**src/rtl/mc_control_fsm_if.sv**
```systemverilog
// Control-unit bundle: decoded-instruction inputs and memory handshake in,
// datapath mux selects and enables out.
interface mc_control_fsm_if #(
  parameter int unsigned CNT_W = 32
);
  logic [6:0]       opcode;
  logic             alu_bcond;
  logic             halt_req;
  logic             mem_ready;
  logic             pc_write;
  logic [1:0]       pc_source;
  logic             i_or_d;
  logic             mem_read;
  logic             mem_write;
  logic             ir_write;
  logic             alu_src_a;
  logic [1:0]       alu_src_b;
  logic [1:0]       alu_op;
  logic             reg_write;
  logic [1:0]       wd_sel;
  logic             is_halted;
  logic [CNT_W-1:0] retired;

  modport master (
    input  opcode, alu_bcond, halt_req, mem_ready,
    output pc_write, pc_source, i_or_d, mem_read, mem_write, ir_write,
           alu_src_a, alu_src_b, alu_op, reg_write, wd_sel, is_halted, retired
  );

  modport slave (
    output opcode, alu_bcond, halt_req, mem_ready,
    input  pc_write, pc_source, i_or_d, mem_read, mem_write, ir_write,
           alu_src_a, alu_src_b, alu_op, reg_write, wd_sel, is_halted, retired
  );
endinterface

```
**src/rtl/mc_control_fsm.sv**
```systemverilog
// Multi-cycle RV32I control unit: IF/ID/EX/MEM/WB sequencing over a unified
// memory with a ready handshake, sticky halt, and a retired-instruction counter.
module mc_control_fsm #(
  parameter int unsigned CNT_W = 32
) (
  input logic               clk,
  input logic               rst_n,
  mc_control_fsm_if.master  bus
);

  localparam logic [6:0] OpR      = 7'b0110011;
  localparam logic [6:0] OpI      = 7'b0010011;
  localparam logic [6:0] OpLoad   = 7'b0000011;
  localparam logic [6:0] OpStore  = 7'b0100011;
  localparam logic [6:0] OpBranch = 7'b1100011;
  localparam logic [6:0] OpJal    = 7'b1101111;
  localparam logic [6:0] OpJalr   = 7'b1100111;
  localparam logic [6:0] OpEcall  = 7'b1110011;

  typedef enum logic [2:0] {
    StIf   = 3'd0,
    StId   = 3'd1,
    StEx   = 3'd2,
    StMem  = 3'd3,
    StWb   = 3'd4,
    StHalt = 3'd5
  } state_e;

  state_e           state_q, state_d;
  logic [CNT_W-1:0] retired_q;
  logic             retire;

  always_comb begin
    state_d = state_q;
    unique case (state_q)
      StIf:  if (bus.mem_ready) state_d = StId;
      StId: begin
        unique case (bus.opcode)
          OpEcall:                                       state_d = bus.halt_req ? StHalt : StIf;
          OpJal:                                         state_d = StWb;
          OpR, OpI, OpLoad, OpStore, OpBranch, OpJalr:  state_d = StEx;
          default:                                       state_d = StIf;
        endcase
      end
      StEx: begin
        unique case (bus.opcode)
          OpR, OpI, OpJalr: state_d = StWb;
          OpLoad, OpStore:  state_d = StMem;
          default:          state_d = StIf;
        endcase
      end
      StMem: if (bus.mem_ready) state_d = (bus.opcode == OpLoad) ? StWb : StIf;
      StWb:   state_d = StIf;
      StHalt: state_d = StHalt;
      default: state_d = StIf;
    endcase
  end

  // An instruction retires on any return to fetch; HALT is absorbing so never counts.
  assign retire = (state_q != StIf) && (state_d == StIf);

  always_ff @(posedge clk or negedge rst_n) begin
    if (!rst_n) begin
      state_q   <= StIf;
      retired_q <= '0;
    end else begin
      state_q <= state_d;
      if (retire) retired_q <= retired_q + {{(CNT_W-1){1'b0}}, 1'b1};
    end
  end

  assign bus.retired = retired_q;

  // Decoded from the current state; gated by reset so memory requests drop at once.
  always_comb begin
    bus.pc_write  = 1'b0;
    bus.pc_source = 2'b00;
    bus.i_or_d    = 1'b0;
    bus.mem_read  = 1'b0;
    bus.mem_write = 1'b0;
    bus.ir_write  = 1'b0;
    bus.alu_src_a = 1'b0;
    bus.alu_src_b = 2'b00;
    bus.alu_op    = 2'b00;
    bus.reg_write = 1'b0;
    bus.wd_sel    = 2'b00;
    bus.is_halted = 1'b0;
    if (rst_n) begin
      unique case (state_q)
        StIf: begin
          bus.mem_read = 1'b1;
          bus.ir_write = bus.mem_ready;
        end
        StId: begin
          bus.alu_src_b = 2'b10;
          if ((bus.opcode == OpEcall && !bus.halt_req) ||
              !(bus.opcode inside {OpEcall, OpJal, OpR, OpI, OpLoad, OpStore, OpBranch,
                                   OpJalr})) begin
            bus.pc_write = 1'b1;
          end
        end
        StEx: begin
          bus.alu_src_a = 1'b1;
          unique case (bus.opcode)
            OpR: bus.alu_op = 2'b10;
            OpI: begin
              bus.alu_src_b = 2'b10;
              bus.alu_op    = 2'b11;
            end
            OpLoad, OpStore, OpJalr: bus.alu_src_b = 2'b10;
            OpBranch: begin
              bus.alu_op    = 2'b01;
              bus.pc_write  = 1'b1;
              bus.pc_source = bus.alu_bcond ? 2'b01 : 2'b00;
            end
            default: bus.alu_src_a = 1'b1;
          endcase
        end
        StMem: begin
          bus.i_or_d    = 1'b1;
          bus.mem_read  = (bus.opcode == OpLoad);
          bus.mem_write = (bus.opcode == OpStore);
          bus.pc_write  = bus.mem_ready && (bus.opcode == OpStore);
        end
        StWb: begin
          bus.reg_write = 1'b1;
          bus.pc_write  = 1'b1;
          unique case (bus.opcode)
            OpLoad: bus.wd_sel = 2'b01;
            OpJal: begin
              bus.wd_sel    = 2'b10;
              bus.pc_source = 2'b01;
            end
            OpJalr: begin
              bus.wd_sel    = 2'b10;
              bus.pc_source = 2'b10;
              bus.alu_src_a = 1'b1;
              bus.alu_src_b = 2'b10;
            end
            default: bus.wd_sel = 2'b00;
          endcase
        end
        StHalt:  bus.is_halted = 1'b1;
        default: bus.is_halted = 1'b0;
      endcase
    end
  end

endmodule
```
**src/flat_wrapper.sv**
```systemverilog
// flat-port wrapper written by rule: the top's interface ports become plain ports
module mc_control_fsm_flat 
#(
  parameter int unsigned CNT_W = 32
)
  (clk, rst_n, bus_opcode, bus_alu_bcond, bus_halt_req, bus_mem_ready, bus_pc_write, bus_pc_source, bus_i_or_d, bus_mem_read, bus_mem_write, bus_ir_write, bus_alu_src_a, bus_alu_src_b, bus_alu_op, bus_reg_write, bus_wd_sel, bus_is_halted, bus_retired);
  mc_control_fsm_if #(.CNT_W(CNT_W)) bus_i ();
  input logic clk;
  input logic rst_n;
  input wire logic [$bits(bus_i.opcode)-1:0] bus_opcode;
  input wire logic [$bits(bus_i.alu_bcond)-1:0] bus_alu_bcond;
  input wire logic [$bits(bus_i.halt_req)-1:0] bus_halt_req;
  input wire logic [$bits(bus_i.mem_ready)-1:0] bus_mem_ready;
  output wire logic [$bits(bus_i.pc_write)-1:0] bus_pc_write;
  output wire logic [$bits(bus_i.pc_source)-1:0] bus_pc_source;
  output wire logic [$bits(bus_i.i_or_d)-1:0] bus_i_or_d;
  output wire logic [$bits(bus_i.mem_read)-1:0] bus_mem_read;
  output wire logic [$bits(bus_i.mem_write)-1:0] bus_mem_write;
  output wire logic [$bits(bus_i.ir_write)-1:0] bus_ir_write;
  output wire logic [$bits(bus_i.alu_src_a)-1:0] bus_alu_src_a;
  output wire logic [$bits(bus_i.alu_src_b)-1:0] bus_alu_src_b;
  output wire logic [$bits(bus_i.alu_op)-1:0] bus_alu_op;
  output wire logic [$bits(bus_i.reg_write)-1:0] bus_reg_write;
  output wire logic [$bits(bus_i.wd_sel)-1:0] bus_wd_sel;
  output wire logic [$bits(bus_i.is_halted)-1:0] bus_is_halted;
  output wire logic [$bits(bus_i.retired)-1:0] bus_retired;
  assign bus_i.opcode = bus_opcode;
  assign bus_i.alu_bcond = bus_alu_bcond;
  assign bus_i.halt_req = bus_halt_req;
  assign bus_i.mem_ready = bus_mem_ready;
  assign bus_pc_write = bus_i.pc_write;
  assign bus_pc_source = bus_i.pc_source;
  assign bus_i_or_d = bus_i.i_or_d;
  assign bus_mem_read = bus_i.mem_read;
  assign bus_mem_write = bus_i.mem_write;
  assign bus_ir_write = bus_i.ir_write;
  assign bus_alu_src_a = bus_i.alu_src_a;
  assign bus_alu_src_b = bus_i.alu_src_b;
  assign bus_alu_op = bus_i.alu_op;
  assign bus_reg_write = bus_i.reg_write;
  assign bus_wd_sel = bus_i.wd_sel;
  assign bus_is_halted = bus_i.is_halted;
  assign bus_retired = bus_i.retired;
  mc_control_fsm #(.CNT_W(CNT_W)) u_core (.clk(clk), .rst_n(rst_n), .bus(bus_i));
endmodule
```
**config.mk**
```make
export PLATFORM = sky130hd
export DESIGN_NAME = mc_control_fsm_flat
export DESIGN_NICKNAME = d
export VERILOG_FILES = /design/src/rtl/mc_control_fsm_if.sv /design/src/rtl/mc_control_fsm.sv /design/src/flat_wrapper.sv
export SDC_FILE = /design/constraint.sdc
export NUM_CORES = 1
export LEC_CHECK = 0
export CAP_MARGIN = 10
export CORE_MARGIN = 5
export CORE_UTILIZATION = 35
export DETAILED_ROUTE_END_ITERATION = 16
export PLACE_DENSITY = 0.58
export SYNTH_ARGS = -nofsm -noshare
export SYNTH_HDL_FRONTEND = slang
export SYNTH_SLANG_ARGS = --single-unit
```
**constraint.sdc**
```tcl
create_clock -name clk -period 2.7 [get_ports clk]
set_input_delay 0.27 -clock clk [delete_from_list [all_inputs] [get_ports clk]]
set_output_delay 0.27 -clock clk [all_outputs]
set_load 0.01 [all_outputs]
```
==> impl_metrics.toml, run 1 <==
[status]
status = "finished, final reports clean"

[floorplan]
die_w_um = 89.8
core_sq_mm = 0.00628
rows = 29
start_util_pct = 35.5
die_area_sq_mm = 0.00806
die_h_um = 89.8
pin_count = 60

[cts]
insertion_delay_ns = 0.28
clk_pin_slew_worst_paths_ns = 0.07
clkSinkCount = 35
clk_path_buf_depth = 2
cts_setup_buffers = 0
cts_tree = "yes"
numCtsBuffers = 5
htreeDepth = 2
cts-root-buf = "clkbuf_8"

[sta]
hold_viol = 0
fmax_mhz = 388
fin_crit_sh_pct = 95.5
finalWorstSetupSlack_ns = 0.121
tns_ns = 0
fin_skew_ns = 0.00465
finalSetupViolCount = 0
final.min_clock_period_ns = 2.58
maxSlewViolCount = 0
rsz0062_at_grt = "no"

[routing]
first_iter_violations = 69
wirelength_um = 5560
vias_per_cell = 5.23
vias = 1929
drtPass1Iterations = 4
drc = 0
avgRoutedWirePerCell_um = 15.1
ant_nets = 0

[placed_design]
hpwl_um = 4120
globalplace.congestion = 0.843
port_buffers = 58
place_ws_ns = 0.0872

[grt]
grt_use_met3_pct = 3.09
grt_util_met2_pct = 22.0
grtUsageTotal_pct = 13.5
antenna_found_initial = 0
grt_max_degree = 28
grt_pass1_vias = 1911
grt-ovfl-total = 0
busiest_layer = "met2"
grt_pass1_wl_um = 9270
grt_use_met1_pct = 18.0

[logic_synthesis]
async_reset_ff_share_pct = 100
synth_commonest_cells = "35 x dfrtp_1, 18 x nand2_1, 18 x xnor2_1"
syn_nets = 241
synth_top_cell_by_area = "dfrtp_1"
syn_avg_cell_area_sq_um = 9.77
yosysMostFrequentCell = "dfrtp_1"
yosys_register_bits = 35
synthCells = 228
synth_flop_cell = "dfrtp_1"
seq_area_frac_synth_pct = 39.3
netlist.area_leader.share_pct = 39.3
yosysWarnings = 0
syn_area_sq_mm = 0.00223
yosysUniqueCellTypes = 48
synth.top_cells.by_area = "dfrtp_1 39%, xnor2_1 7.1%, xor2_1 5.1%, nor3_2 4.0%, nand3_1 3.4%"
synth_edf_count = 0

[finish]
multi_input_area_sq_mm = 0.00126
final_layout_size_suffix_gt1_share_pct = 14.4
fill_cells = 623
register_area_sq_um = 876
finalNetCount = 304
insertedDiodeCount = 0
syn2layout_area_growth_pct = 34.0

[job]
maxCapViolCount = 0

[worst_setup_path]
critPathLaunchType = "primary input"
crit_path_max_incr_delay_ns = 0.67
endpoint_kind = "output port"
worstSetupPathType = "in2out"
path_cells = "clkdlybuf4s50_1 > and4b_1 > nand3_1 > a22oi_1 > nor3_1 > o21a_1 > clkdlybuf4s50_1"
worstPathArrival_ns = 2.31
cpLargestDelayFamily = "buffers and inverters"
crit_fanout = 9
critPathBufInv = 2
path_common_cell = "clkdlybuf4s50_1"
critPathSlowestCell = "clkdlybuf4s50_1"
required_ns = 2.43
r2r_setup_slack_ns = 0.55

[power]
peakVddDrop_mv = 0.326
leakagePower_nw = 1.09
power.density_mw_per_mm2 = 479

[min_path]
worstHoldPathType = "reg2reg"
==> path summary, 6_finish.rpt <==
check	startpoint	endpoint	cells after the start
min in group asynchronous	rst_n	u_core.state_q[1]	3
max in group asynchronous	rst_n	u_core.bus.retired[18]	4
worst max register to register	u_core.state_q[2]	u_core.bus.retired[31]	7
worst max-delay path	bus_opcode[6]	bus_pc_write	7
worst min register to register	u_core.bus.retired[31]	u_core.bus.retired[31]	1
worst min-delay path	u_core.bus.retired[31]	u_core.bus.retired[31]	1
==> layout make-up <==
type	instances	area share, %
Multi-Input combinational cell	179	42.1
Sequential cell	35	29.4
Timing Repair Buffer	68	22.3
Tap cell	77	3.23
Clock buffer	7	2.56
Inverter	2	0.252
Clock inverter	1	0.168
==> layer usage <==
layer  vias to the layer above  share of wire, %  wire length [um]
met2                        56                50              2770
met4                         0              0.43                24
met1                       934                46              2550
li1                        937                 -                 -
met3                         2               3.8               209
met5                         -                 0                 0
==> stage by stage <==
stage	power (mW)	cells	util, %	hold slack (ns)	cell area, sq um
after detailed placement	1.07	360	46.0	0.307	2890
after CTS	1.45	369	47.4	0.471	2980
after global placement	1.07	360	46.0	0.298	2890
final	1.43	369	47.5	0.465	2980
after global routing	1.52	369	47.5	0.488	2980
after floorplan	0.872	228	-	-0.0256	2230
==> layout by cell type, fill, tap and decap left out, drive strengths merged, types with 2 or more instances in the layout <==
| cell type | Yosys | layout |
|---|---|---|
| and4b | 2 | 2 |
| xnor2 | 18 | 18 |
| nand2b | 9 | 9 |
| o21a | 2 | 2 |
| nand4 | 12 | 12 |
| and3b | 3 | 3 |
| inv | 2 | 2 |
| buf | 9 | 10 |
| dfrtp | 35 | 35 |
| xor2 | 13 | 13 |
| o21ai | 5 | 5 |
| a22oi | 2 | 2 |
| nor2 | 14 | 14 |
| and3 | 8 | 8 |
| nor2b | 3 | 3 |
| nor3b | 3 | 3 |
| clkbuf | 3 | 7 |
| nand3b | 5 | 5 |
| a21oi | 7 | 7 |
| nand3 | 19 | 19 |
| nor3 | 15 | 15 |
| nor4 | 7 | 7 |
| and2 | 2 | 2 |
| clkdlybuf4s50 | 0 | 57 |
| nand2 | 18 | 18 |
==> power by group <==
group | internal, mW | switching (mW)
sequential | 0.579 | 0.0843
clock | 0.181 | 0.185
combinational | 0.203 | 0.198
==> timing repair <==
| action | CTS | global route |
|---|---|---|
| resized for setup | 0 | 2 |
| hold endpoints to repair | 8 | 0 |
| hold buffers | 1 | 0 |
| endpoints found under the setup margin | 0 | 1 |
==> state kept, by name, summed over array words and instances, names as in the netlist <==
signal,count
u_core.bus.retired,32
u_core.state_q,3
==> worst register-to-register path, delay by kind of cell, from the launching register on <==
| family | cells | cell delay [ns] |
|---|---|---|
| and+or+nand+nor | 4 | 0.88 |
| DFF | 1 | 0.57 |
| buffers and inverters | 1 | 0.22 |
| AOI/OAI and AO/OA | 1 | 0.25 |
| xor gates and xnor gates | 1 | 0.15 |
==> kinds of logic after synthesis <==
family	Yosys count	synth area share (%)
compound gates	22	6.46
simple gates	124	36.8
flops	35	39.3
fa+ha+maj	1	0.562
xor+xnor	31	12.2
other cells	1	0.168
buf+inv	14	4.49
Note: power is estimated with default switching activity, not from simulation.
==> run 2: changes to the inputs <==
- CORE_UTILIZATION: 35 -> 49
- GPL_TIMING_DRIVEN: not set -> 0
- PLACE_DENSITY: 0.58 -> 0.78
- clock period: 2.7 -> 2.9 ns (I/O delays scaled with it)
==> run 2 against run 1 <==
Against the previous run:
- combinational power shrank 6.5%
- register-to-register slack better by 0.32 ns
- cell count shrank 7.0%
- worst hold slack worse by 0.33 ns
==> impl_metrics.toml, run 2 (synthesis gave the netlist of run 1 again) <==
[status]
status = "finished, final reports clean"

[floorplan]
die_area_sq_mm = 0.00599
core_sq_mm = 0.00438
pin_count = 60
rows = 24
die_h_um = 77.4
start_util_pct = 50.8
die_w_um = 77.4

[routing]
first_iter_violations = 173
drtPass1Iterations = 5
ant_nets = 0
wirelength_um = 5350
vias_per_cell = 5.64
vias = 1936
avgRoutedWirePerCell_um = 15.6
drc = 0

[power]
power.density_mw_per_mm2 = 483
peakVddDrop_mv = 0.495
leakagePower_nw = 1.10
p_total_mw = 1.43

[placed_design]
hpwl_um = 3930
port_buffers = 55
globalplace.congestion = 0.838

[sta]
fin_skew_ns = 0.00639
max_slew_margin_pct = 39.1
hold_ws_ns = 0.135
hold_viol = 0
maxSlewViolCount = 0
final.min_clock_period_ns = 2.72
rsz0062_at_grt = "no"
fin_crit_sh_pct = 93.8
fmax_mhz = 368
worstMarginPinSlew_ns = 0.914
finalSetupViolCount = 0

[cts]
cts-root-buf = "clkbuf_8"
clk_path_buf_depth = 2
hold_buffers = 0
insertion_delay_ns = 0.29
numCtsBuffers = 5
clkSinkCount = 35
clk_pin_slew_worst_paths_ns = 0.08
htreeDepth = 2
cts_tree = "yes"

[worst_setup_path]
worstPathArrival_ns = 2.43
endpoint_kind = "output port"
worstSetupPathType = "in2out"
required_ns = 2.61
critPathLaunchType = "primary input"
crit_fanout = 8

[finish]
utilization_pct = 67.5
register_area_sq_um = 876
fill_cells = 358
insertedDiodeCount = 0
final_layout_size_suffix_gt1_share_pct = 15.1
finalNetCount = 303
final_cell_mix = "54 x clkdlybuf4s50_1, 35 x dfrtp_1, 18 x nand2_1, 18 x xnor2_1, 15 x nand3_1"
syn2layout_area_growth_pct = 32.9
largest_reg_flops = 32
final_common_cell = "clkdlybuf4s50_1"
multi_input_area_sq_mm = 0.00126

[grt]
antenna_found_initial = 0
grt_pass1_wl_um = 9250
grt_max_degree = 45
grt-ovfl-total = 0
grt_pass1_vias = 1960
grtUsageTotal_pct = 18.6

[job]
maxCapViolCount = 0

[min_path]
worstHoldPathType = "in2async"
[run 2: cell type report]
| cell class | count | area share (%) |
|---|---|---|
| Buffer | 12 | 3.13 |
| Clock buffer | 5 | 2.33 |
| Clock inverter | 3 | 1.48 |
| Sequential cell | 35 | 29.6 |
| Timing Repair Buffer | 55 | 18.4 |
| Tap cell | 52 | 2.20 |
| Multi-Input combinational cell | 179 | 42.6 |
| Inverter | 2 | 0.254 |
[run 2: path summary, 6_finish.rpt]
path | from | end | slack (ns) | cells past startpoint
setup reg to reg | u_core.state_q[2] | u_core.bus.retired[16] | 0.87 | 9
setup / recovery | bus_opcode[2] | bus_pc_write | 0.18 | 8
max in group asynchronous | rst_n | u_core.bus.retired[8] | 2.20 | 1
hold / removal | rst_n | u_core.state_q[1] | 0.14 | 1
min in group clk | bus_opcode[4] | u_core.state_q[1] | 0.41 | 4
hold reg to reg | u_core.bus.retired[31] | u_core.bus.retired[31] | 0.47 | 1
[run 2: worst max-delay path, stage by stage]
cell	delay [ns]
clkdlybuf4s50_1	0.54
and4bb_1	0.47
nand3b_1	0.10
nand2_1	0.08
a22oi_1	0.06
nor3_1	0.19
o21a_1	0.16
clkdlybuf4s50_1	0.53
[run 2: layer usage]
| layer | track usage, % | routed length (um) | up-vias |
|---|---|---|---|
| li1 | - | - | 938 |
| met1 | 24.1 | 2400 | 927 |
| met2 | 30.1 | 2590 | 59 |
| met3 | 4.86 | 253 | 12 |
| met4 | 6.53 | 116 | 0 |
| met5 | 0 | 0 | - |
[run 2: repair_timing]
| action | 4_1_cts | 5_1_grt |
|---|---|---|
| gates resized for setup | 0 | 2 |
| endpoints found under the setup margin | 0 | 2 |
| endpoints found under the hold margin | 0 | 0 |
| setup buffers | 0 | 0 |
[run 2: where the power goes]
part	internal, mW	switching (mW)	total [mW]
Clock	0.256	0.185	0.441
Combinational	0.186	0.189	0.375
Sequential	0.539	0.0735	0.613
[run 2: stage by stage]
step,worst slack (ns),std cells,instance area (sq um),setup TNS [ns]
floorplan,1.12,228,2230,0
global placement,-0.688,335,2840,-6.93
detailed placement,0.0781,335,2840,0
CTS,0.0538,343,2950,0
global route,0.00668,343,2960,0
finish,0.180,343,2960,0
==> run 3: changes to the inputs <==
- SETUP_SLACK_MARGIN: not set -> 0.15
==> run 3 against run 2 <==
Against the previous run:
- fmax rose by 3.7%
- worst hold slack got worse by 0.00088 ns
- total power grew 0.20%
- clock power about the same
- via count is 1.3% higher
- first-iteration DRC count rose by 16%
- final area increased by 1.1%
- combinational power grew 1%
- critical endpoint is now bus_wd_sel[0]
- largest cell class unchanged
==> impl_metrics.toml, run 3 (synthesis gave the netlist of run 1 again) <==
[routing]
vias = 1962
avgRoutedWirePerCell_um = 15.8
wirelength_um = 5430
drtPass1Iterations = 4
first_iter_violations = 201
ant_nets = 0
vias_per_cell = 5.70
drc = 0

[worst_setup_path]
crit_path_max_incr_delay_ns = 0.57
critPathBufInv = 2
crit-reg2reg-launch = "u_core.state_q[2]"
cpLargestDelayFamily = "buffers and inverters"
worstSetupPathType = "reg2out"
timing.rr.end = "u_core.bus.retired[16]"
endpoint_kind = "output port"
crit_fanout = 10
r2r_cells = 9
r2r_setup_slack_ns = 0.85
worstPathArrival_ns = 2.33
critPathLaunchType = "flop"
path_cells = "clkbuf_1 > nor2b_2 > nand3b_1 > nor3b_1 > clkdlybuf4s50_1"
critPathSlowestCell = "clkdlybuf4s50_1"
required_ns = 2.61

[grt]
grt_max_degree = 45
grt_pass1_vias = 1956
grtUsageTotal_pct = 18.6
grt_pass1_wl_um = 9230
grt-ovfl-total = 0
antenna_found_initial = 0

[finish]
fin_cells = 344
insertedDiodeCount = 0
final_area_sq_mm = 0.00299
final_cell_mix = "53 x clkdlybuf4s50_1, 35 x dfrtp_1, 18 x nand2_1, 18 x xnor2_1, 15 x nand3_1"
largest_reg_flops = 32
finalNetCount = 304
fill_cells = 353
utilization_pct = 68.2
syn2layout_area_growth_pct = 34.3
final_layout_size_suffix_gt1_share_pct = 15.8
final_common_cell = "clkdlybuf4s50_1"

[min_path]
worstHoldPathType = "in2async"

[cts]
htreeDepth = 2
numCtsBuffers = 5
clk_pin_slew_worst_paths_ns = 0.08
clkSinkCount = 35
insertion_delay_ns = 0.29
clk_path_buf_depth = 2
cts-root-buf = "clkbuf_8"
cts_tree = "yes"

[power]
power.density_mw_per_mm2 = 479
leakagePower_nw = 1.12
peakVddDrop_mv = 0.495
p_total_mw = 1.43

[placed_design]
hpwl_um = 3930
globalplace.congestion = 0.838
dpl-instance-area_sq_mm = 0.00284
placed_cells = 335
port_buffers = 55
place_ws_ns = 0.0781

[sta]
worstMarginPinSlew_ns = 0.912
finalWorstSetupSlack_ns = 0.278
maxSlewViolCount = 0
rsz0062_at_grt = "yes"
max_slew_margin_pct = 39.2
fin_skew_ns = 0.00631
final.min_clock_period_ns = 2.62
fin_crit_sh_pct = 90.4
finalSetupViolCount = 0
hold_viol = 0
fmax_mhz = 381

[status]
status = "finished, final reports clean"

[floorplan]
die_area_sq_mm = 0.00599
die_w_um = 77.4
die_h_um = 77.4
rows = 24
core_sq_mm = 0.00438
pin_count = 60
start_util_pct = 50.8

[job]
maxCapViolCount = 0
-- run 3: cell types whose count changed in the layout (fill, tap and decap cells not counted), sizes merged --
cell	delta
buf	+1
clkdlybuf4s50	-1
dlymetal6s2s	+1
-- run 3: stage by stage --
step	hold slack, ns	setup TNS, ns
after global routing	0.208	0
after global placement	0.460	-6.93
after detailed placement	0.466	0
final	0.135	0
after CTS	0.159	0
after floorplan	-0.00559	0
-- run 3: routing by layer --
layer	track usage, %	vias to the layer above	share of wire (%)
met2	29.5	77	48
met1	24.2	935	44
met3	4.98	10	5.7
met5	0	-	0
met4	7.04	0	2.0
li1	-	940	-
-- run 3: timing repair --
item | CTS | global route
setup endpoints to repair | 1 | 5
endpoints found under the hold margin | 0 | 0
resized for setup | 1 | 6
buffers inserted | 0 | 1
hold buffers | 0 | 0
gates cloned | 0 | 0
pin swaps | 0 | 1
-- run 3: final cells by class --
class	instances	area (sq um)	area share, %
clock inverters	3	43.8	1.46
inverters	2	7.51	0.251
plain buffers	12	92.6	3.10
multi-input cells	179	1280	42.8
clock buffers	5	68.8	2.30
flip-flops and latches	35	876	29.3
well taps	52	65.1	2.18
repair buffers	56	556	18.6
-- run 3: how the worst max path moves through the flow --
stage                     cells after the start  slack [ns]                  start                      to
after floorplan                               6        1.12  u_core.bus.retired[3]  u_core.bus.retired[22]
after CTS                                     5        0.20      u_core.state_q[2]           bus_wd_sel[0]
after global routing                          5        0.04      u_core.state_q[2]           bus_wd_sel[0]
after global placement                        4       -0.69                  rst_n           bus_wd_sel[0]
after detailed placement                      7        0.08          bus_opcode[1]            bus_pc_write
final                                         5        0.28      u_core.state_q[2]           bus_wd_sel[0]
-- run 3: worst reg2reg max path, delay by kind of cell, from the launching register on --
family	cells	cell delay [ns]
XOR/XNOR	1	0.15
AO/OA/AOI/OAI	2	0.28
buffers and inverters	3	0.66
AND/OR/NAND/NOR	3	0.46
flip-flops	1	0.38
-- run 3: power breakdown --
part	internal, mW	total [mW]	switching [mW]
logic	0.188	0.379	0.191
registers	0.539	0.613	0.0733
clock network	0.256	0.440	0.184
